===== src/rtl/lif_pkg.sv =====
// Shared types and defaults for the LIF neuron scheduler.
// Imported by the update datapath and the sequencer top.
package lif_pkg;

  localparam int LIF_WIDTH = 8;
  localparam int LIF_THRESH_DEFAULT = 230;

  typedef enum logic [1:0] {
    IDLE,
    UPDATE,
    DONE
  } state_t;

endpackage


===== src/rtl/lif_update.sv =====
// Single leaky-integrate-and-fire step for one neuron.
// Leak is s*7/8 built from shifts; the sum wraps modulo 2^WIDTH.
module lif_update
  import lif_pkg::*;
#(
  parameter int WIDTH = LIF_WIDTH
) (
  input  logic [WIDTH-1:0] s,
  input  logic [WIDTH-1:0] c,
  input  logic [WIDTH-1:0] threshold,
  output logic [WIDTH-1:0] next,
  output logic             spk
);

  // Fire on reaching threshold, otherwise leak and integrate.
  always_comb begin
    spk  = (s >= threshold);
    next = spk ? '0
         : c + (s >> 1) + (s >> 2) + (s >> 3);
  end

endmodule


===== src/rtl/lif_scheduler.sv =====
// Sequences one shared LIF datapath over N_NEURONS neurons per timestep.
// Publishes the spike vector and a done pulse at the end of each sweep.
module lif_scheduler
  import lif_pkg::*;
#(
  parameter int N_NEURONS      = 4,
  parameter int WIDTH          = LIF_WIDTH,
  parameter int THRESH_DEFAULT = LIF_THRESH_DEFAULT,
  localparam int IW = (N_NEURONS > 1) ? $clog2(N_NEURONS) : 1
) (
  input  logic                       clk,
  input  logic                       rst_n,
  input  logic                       start,
  input  logic [N_NEURONS*WIDTH-1:0] cur_in,
  input  logic                       thr_we,
  input  logic [WIDTH-1:0]           thr_in,
  input  logic [IW-1:0]              mon_idx,
  output logic [WIDTH-1:0]           mon_state,
  output logic [N_NEURONS-1:0]       spikes,
  output logic                       busy,
  output logic                       done
);

  localparam logic [IW-1:0] LAST = IW'(N_NEURONS - 1);

  state_t               state_q;
  state_t               state_d;
  logic [IW-1:0]        idx_q;
  logic [WIDTH-1:0]     thr_q;
  logic [WIDTH-1:0]     st_q  [N_NEURONS];
  logic [WIDTH-1:0]     cur_q [N_NEURONS];
  logic [N_NEURONS-1:0] acc_q;
  logic [N_NEURONS-1:0] acc_d;
  logic [N_NEURONS-1:0] spikes_q;
  logic [WIDTH-1:0]     s_sel;
  logic [WIDTH-1:0]     c_sel;
  logic [WIDTH-1:0]     nxt;
  logic                 spk;
  logic                 last;

  assign s_sel  = st_q[idx_q];
  assign c_sel  = cur_q[idx_q];
  assign last   = (idx_q == LAST);
  assign spikes = spikes_q;

  lif_update #(
    .WIDTH(WIDTH)
  ) u_update (
    .s        (s_sel),
    .c        (c_sel),
    .threshold(thr_q),
    .next     (nxt),
    .spk      (spk)
  );

  // FSM state register.
  always_ff @(posedge clk or negedge rst_n) begin
    if (!rst_n) state_q <= IDLE;
    else        state_q <= state_d;
  end

  // Next state plus busy/done decode.
  always_comb begin
    state_d = state_q;
    busy    = 1'b1;
    done    = 1'b0;
    unique case (state_q)
      IDLE: begin
        busy = 1'b0;
        if (start) state_d = UPDATE;
      end
      UPDATE: begin
        if (last) state_d = DONE;
      end
      DONE: begin
        done    = 1'b1;
        state_d = IDLE;
      end
      default: state_d = IDLE;
    endcase
  end

  // Spike accumulator with the current neuron's result merged in.
  always_comb begin
    acc_d        = acc_q;
    acc_d[idx_q] = spk;
  end

  // Datapath: threshold, current latch, state array, spikes.
  always_ff @(posedge clk or negedge rst_n) begin
    if (!rst_n) begin
      idx_q    <= '0;
      thr_q    <= WIDTH'(THRESH_DEFAULT);
      acc_q    <= '0;
      spikes_q <= '0;
      for (int i = 0; i < N_NEURONS; i++) begin
        st_q[i]  <= '0;
        cur_q[i] <= '0;
      end
    end else begin
      unique case (state_q)
        IDLE: begin
          if (thr_we) thr_q <= thr_in;
          if (start) begin
            idx_q <= '0;
            for (int i = 0; i < N_NEURONS; i++)
              cur_q[i] <= cur_in[i*WIDTH +: WIDTH];
          end
        end
        UPDATE: begin
          st_q[idx_q] <= nxt;
          acc_q       <= acc_d;
          if (last) spikes_q <= acc_d;
          else      idx_q    <= idx_q + IW'(1);
        end
        default: ;
      endcase
    end
  end

  // Monitor read; out-of-range indices read as zero.
  always_comb begin
    mon_state = '0;
    if (int'(mon_idx) < N_NEURONS)
      mon_state = st_q[mon_idx];
  end

endmodule


===== config.mk =====
export PLATFORM = sky130hd
export DESIGN_NAME = lif_scheduler
export DESIGN_NICKNAME = d
export VERILOG_FILES = /design/src/rtl/lif_pkg.sv /design/src/rtl/lif_update.sv /design/src/rtl/lif_scheduler.sv
export SDC_FILE = /design/constraint.sdc
export NUM_CORES = 1
export LEC_CHECK = 0
export CAP_MARGIN = 40
export CORE_ASPECT_RATIO = 0.75
export CORE_UTILIZATION = 50
export CTS_CLUSTER_DIAMETER = 50
export DETAILED_ROUTE_END_ITERATION = 10
export PLACE_DENSITY = 0.76
export SYNTH_ARGS = -nofsm -noshare
export SYNTH_HDL_FRONTEND = slang
export SYNTH_SLANG_ARGS = --single-unit

===== constraint.sdc =====
create_clock -name clk -period 3.83 [get_ports clk]
set_clock_uncertainty 0.05 [all_clocks]
set_input_delay 1.149 -clock clk [delete_from_list [all_inputs] [get_ports clk]]
set_output_delay 1.149 -clock clk [all_outputs]
set_load 0.05 [all_outputs]

* Yosys cells after proc, flatten, opt, wreduce, memory -nomap -nowiden *
Cells that the tools add are included.

cells by class
  $add $sub $neg = 4
  order comparisons = 6
  equality and inequality tests = 6
  muxes and demuxes = 24
  bitwise operators = 2
  reductions and logical operators = 9

operator list
  cell                                                                count
  two-way mux 8 bit                                                   8
  binary-select mux 8 bit (select 2 bit)                              3
  bitwise mux 32 bit                                                  1
  demux 8 bit (select 2 bit)                                          1
  adder 8 x 5 -> 8 bit                                                1
  adder 8 x 6 -> 8 bit                                                1
  adder 8 x 7 -> 8 bit                                                1
  greater-or-equal comparator 8 bit                                   1
  two-way mux 2 bit                                                   4
  one-hot mux 2 bit (2 select lines)                                  2
  AND reduction 2 bit                                                 4
  greater-or-equal comparator 3 bit (second input constant)           2
  inequality test 2 bit (second input constant)                       3
  inverter 2 -> 3 bit                                                 2
  bitwise mux 4 bit                                                   1
  == test 2 bit (second input constant)                               2
  < comparator 2 x 3 -> 1 bit (second input constant)                 1
  < comparator 3 x 1 -> 1 bit (second input constant)                 1
  two-way mux 1 bit                                                   3
  AND reduction 3 bit                                                 1
  adder 2 x 1 -> 2 bit (second input constant)                        1
  demux 1 bit (select 2 bit)                                          1
  == test 2 x 1 -> 1 bit (second input constant)                      1
  greater-or-equal comparator 2 x 1 -> 1 bit (second input constant)  1
  3 further kinds                                                     4

storage, ports and cells
  register bits after elaboration = 84
  bits of input ports = 46
  output and inout port bits = 14
  logic and storage cells = 64

* Longest topological paths before layout *
  depth in word-level cells = 9
  gate-level depth with buffers = 15

* Modules after synthesis *
From an unflattened synthesis, not the netlist that was laid out.

unflattened totals
  cells, all modules = 323
  area total of the unflattened synthesis = 4717.0 um2

modules (own cells, without submodules)
  module         instances  cells an instance  area each (um2)  seq. area each (um2)
  lif_scheduler  1          228                3891.2           2083.2
  lif_update     1          95                 825.8            0.0

* Worst setup path after synthesis *
Ideal clock, no wire load.

  kind = register to register
  start = reg idx_q[0]
  end = reg st_q[15] in the netlist's numbering
  setup time = 128 ps
  arrival = 3587 ps
  data required time = 3652 ps
  path slack = 64 ps
  stages on the path, launching flop included = 16
  buffers on the path = 2
  path through = dfrtp_1 -> buf_6 -> buf_2 -> mux4_2 -> fa_1 -> inv_1 -> fa_1 -> inv_1 -> ha_1 -> inv_1 -> fa_1 -> nand2b_1 -> a21oi_1 -> o22ai_1 -> xnor2_1 -> o21ai_1

on the way
  cells in the longest elaborated chain, start to end = 9
  elaborated cells between the ends (all ways) = 18

ends and longest elaborated chain
  item                                                              line                                                            text
  from (decl)                                                       lif_scheduler.sv:28                                             logic [IW-1:0] idx_q;
  from (signal assigned)                                            lif_scheduler.sv:114                                            else idx_q <= idx_q + IW'(1);
  inverter 2 -> 3 bit (implied by the code) *                       lif_scheduler.sv:41, lif_scheduler.sv:42, lif_scheduler.sv:111
  binary-select mux 8 bit (select 2 bit), on equally long branches  lif_scheduler.sv:42, lif_scheduler.sv:41
  two-way mux 8 bit, on equally long branches (2 in a row)          lif_scheduler.sv:42, lif_scheduler.sv:41
  adder 8 x 7 -> 8 bit                                              lif_update.sv:19                                                : c + (s >> 1) + (s >> 2) + (s >> 3);
  adder 8 x 6 -> 8 bit                                              lif_update.sv:19
  adder 8 x 5 -> 8 bit                                              lif_update.sv:19
  two-way mux 8 bit                                                 lif_update.sv:18                                                next = spk ? '0
  bitwise mux 32 bit *                                              lif_scheduler.sv:111                                            st_q[idx_q] <= nxt;
  to (signal, indexed assignment)                                   lif_scheduler.sv:111
  to (decl)                                                         lif_scheduler.sv:30                                             logic [WIDTH-1:0] st_q [N_NEURONS];

Every way passes the cells marked *; elsewhere a longest branch is shown, timed or not. The select of a mux whose other input is x is not followed.
A chain may end at the register's enable or synchronous reset.

* Worst setup path after layout *
  start = in mon_idx[0]
  end = out mon_state[7]

on the way
  cells in the longest elaborated chain, start to end = 4

ends and longest elaborated chain
  item                                                  line                  text
  from (decl)                                           lif_scheduler.sv:17   input logic [IW-1:0] mon_idx,
  inverter 2 -> 3 bit (implied by the code)             lif_scheduler.sv:125  mon_state = st_q[mon_idx];
  binary-select mux 8 bit (select 2 bit)                lif_scheduler.sv:125
  two-way mux 8 bit (implied by the code) (2 in a row)  lif_scheduler.sv:125
  to (decl)                                             lif_scheduler.sv:18   output logic [WIDTH-1:0] mon_state,

No other way between the ends. The select of a mux whose other input is x is not followed.

==> flow_summary.toml <==
[sta]
hold-worst-slack_ps = 436
tightest_slew_ps = 851
fin_crit_sh_pct = 97.3
slew_violations = 0
rsz0062_at_grt = "true"
finalHoldViolCount = 0
slew_headroom_pct = 43.2
fmax_ghz = 0.268
fin_crit_ps = 3730
setup_viol = 0

[routing]
dr.first_iter.drc_count = 168
avgRoutedWirePerCell_um = 17.5
routed_wirelength_um = 10100
drc = 5
drtAntennaViolNets = 0
post_drt_via_cell_ratio = 5.56
vias = 3220
dr.pass1.iters = 7

[cts]
cts-buffers-inserted = 9
cts_buffer_depth = 2
cts.sinks = 83
clk_pin_slew_ps = 60
cts_htree_levels = 3
clockRootBuffer = "clkbuf_16"
cts_tree = "yes"
hold_buffers = 0
clock_latency_ps = 340

[placed_design]
dpl.cell_count = 558
io_buffers = 59
postPlaceCellArea_um2 = 5370
place_congestion = 0.910
dpl.hpwl_um = 7300

[critical_path]
worstPathArrival_ps = 2530
worstSetupPathType = "input pin to primary output"
crit_path_start_kind = "input pin"
end_kind = "primary output"
path_cells = "clkdlybuf4s50_1 > buf_12 > mux4_2 > buf_4"
crit_buf_inv = 3
crit_family = "buffers and inverters"
critPathMaxFanout = 8
required_ps = 2630
cp_slowest_cell = "clkdlybuf4s50_1"
crit_path_max_incr_delay_ps = 510
rrSetupSlack_ps = 110

[floorplanning]
ios = 60
die_y_um = 84.7
rows = 29
die_w_um = 112
core-area_um2 = 8640
die_area_um2 = 9500
initial_utilization_pct = 52.8

[run_status]
outcome = "complete, but fails checks"
violations = "design-rule violations"

[global_route]
antenna_found_initial = 0
top_usage_layer = "met2"
grt_max_degree = 52
use_met2_pct = 36.6
grt_pass1_wl_um = 16900
use_met1_pct = 32.9
grt.total_usage_pct = 23.4
grt_use_met3_pct = 6.50
grt_pass1_vias = 3389
gr-total-overflow = 0

[cells_and_area]
stdcell_area_um2 = 5810
fin_util_pct = 67.2
drive_above_1_share_pct = 29.9
regArea_um2 = 2080
fillers = 648
antenna_cells = 0
multi_input_area_um2 = 2320
finish.net_count = 545
syn_to_final_growth_pct = 27.4
stdcell_count = 579

[synthesis]
avgSynthCellArea_um2 = 11.8
syn_nets = 465
yosysWarnings = 0
synth-edff-count = 0
synthTopCellsByCount = "dfrtp_1 (78), nand2_1 (52), o21ai_0 (38)"
synth_area_um2 = 4560
synth_top_cell_by_area = "dfrtp_1"
yosysTopAreaCellShare_pct = 42.8
yosys-top-cells-area = "dfrtp_1 (43%), mux4_2 (9.4%), mux2_2 (7.7%)"
async_reset_ff_share_pct = 100
syn_inst = 386
ys.flop_type = "dfrtp_1"
synth_cell_types = 40
ys_seq_elements = 83
synth_most_common_cell = "dfrtp_1"
seq_area_frac_synth_pct = 45.7

[hold_path]
hold_class = "flip-flop to flip-flop"

[job]
maxCapViolCount = 0
-- routing by layer --
metal / share of wire, % / vias up
li1: - / 1502
met1: 46 / 1611
met2: 47 / 98
met3: 6.1 / 9
met4: 0.93 / 0
met5: 0 / -
-- through the flow --
| stage | worst slack [ps] | setup TNS, ps |
|---|---|---|
| 6_report | 105 | 0 |
| 3_5_place_dp | -265 | -2260 |
| 5_1_grt | -60.3 | -218 |
| 2_1_floorplan | 64.1 | 0 |
| 3_3_place_gp | -130 | -827 |
| 4_1_cts | 21.6 | 0 |
-- cell families after synthesis --
| group | after synthesis | share of synthesized area [%] |
|---|---|---|
| AND/OR/NAND/NOR | 87 | 8.24 |
| buffers and inverters | 52 | 4.72 |
| adder cells (fa/ha/maj) | 33 | 10.9 |
| XOR/XNOR | 3 | 0.577 |
| flip-flops | 83 | 45.7 |
| multiplexers | 60 | 21.1 |
| AO/OA/AOI/OAI | 68 | 8.76 |
-- cell usage in the layout (no fill, tap or decap), types with 2 or more instances in the layout --
| cell type | instances |
|---|---|
| clkinvlp_4 | 3 |
| ha_1 | 19 |
| fa_1 | 9 |
| nand2b_1 | 4 |
| nor2_1 | 13 |
| nor2b_1 | 3 |
| nand2_1 | 52 |
| dfstp_2 | 5 |
| o21ai_0 | 31 |
| mux2_2 | 31 |
| dfrtp_1 | 77 |
| mux4_2 | 24 |
| a21o_1 | 4 |
| fa_2 | 2 |
| mux2_1 | 3 |
| a22o_1 | 2 |
| mux2i_1 | 2 |
| buf_12 | 2 |
| inv_2 | 5 |
| buf_4 | 32 |
| or2_2 | 2 |
| clkbuf_16 | 9 |
| inv_1 | 29 |
| a211oi_1 | 5 |
| nand2_2 | 3 |
| nand3_1 | 5 |
| clkbuf_8 | 2 |
| clkdlybuf4s50_1 | 50 |
| o21ai_2 | 3 |
| o21ai_1 | 14 |
| ha_2 | 2 |
-- worst paths after layout --
check | to | from | cells after the start
setup / recovery | mon_state[7] | mon_idx[0] | 4
hold / removal | spikes[2]$_DFFE_PN0P_ | spikes[2]$_DFFE_PN0P_ | 1
setup reg to reg | st_q[22]$_DFFE_PN0P_ | idx_q[0]$_DFFE_PN0P_ | 13
hold reg to reg | spikes[2]$_DFFE_PN0P_ | spikes[2]$_DFFE_PN0P_ | 1
max in group asynchronous | thr_q[7]$_DFFE_PN1P_ | rst_n | 2
min in group asynchronous | st_q[6]$_DFFE_PN0P_ | rst_n | 1
-- what timing repair did --
| item | in CTS | in global routing |
|---|---|---|
| setup endpoints to repair | 15 | 12 |
| endpoints found under the hold margin | 0 | 0 |
| gates resized for setup | 16 | 21 |
| setup buffers | 0 | 5 |
| pin swaps | 2 | 14 |
-- registers in the layout, indices dropped and copies added (netlist names) --
name / count
thr_q: 8
idx_q: 2
acc_q: 3
st_q: 32
spikes: 4
state_q: 2
cur_q: 32
-- area by class of cell --
class / instances / area share, %
clock buffer: 11 / 4.35
clock inverter: 5 / 1.06
inverter: 35 / 2.31
multi-input combinational: 251 / 39.9
sequential: 83 / 35.9
tap: 108 / 2.33
timing repair buffer: 86 / 14.1
Power is not shown: default switching activity piles up to over one toggle a cycle in this logic, so the estimate is an artifact.
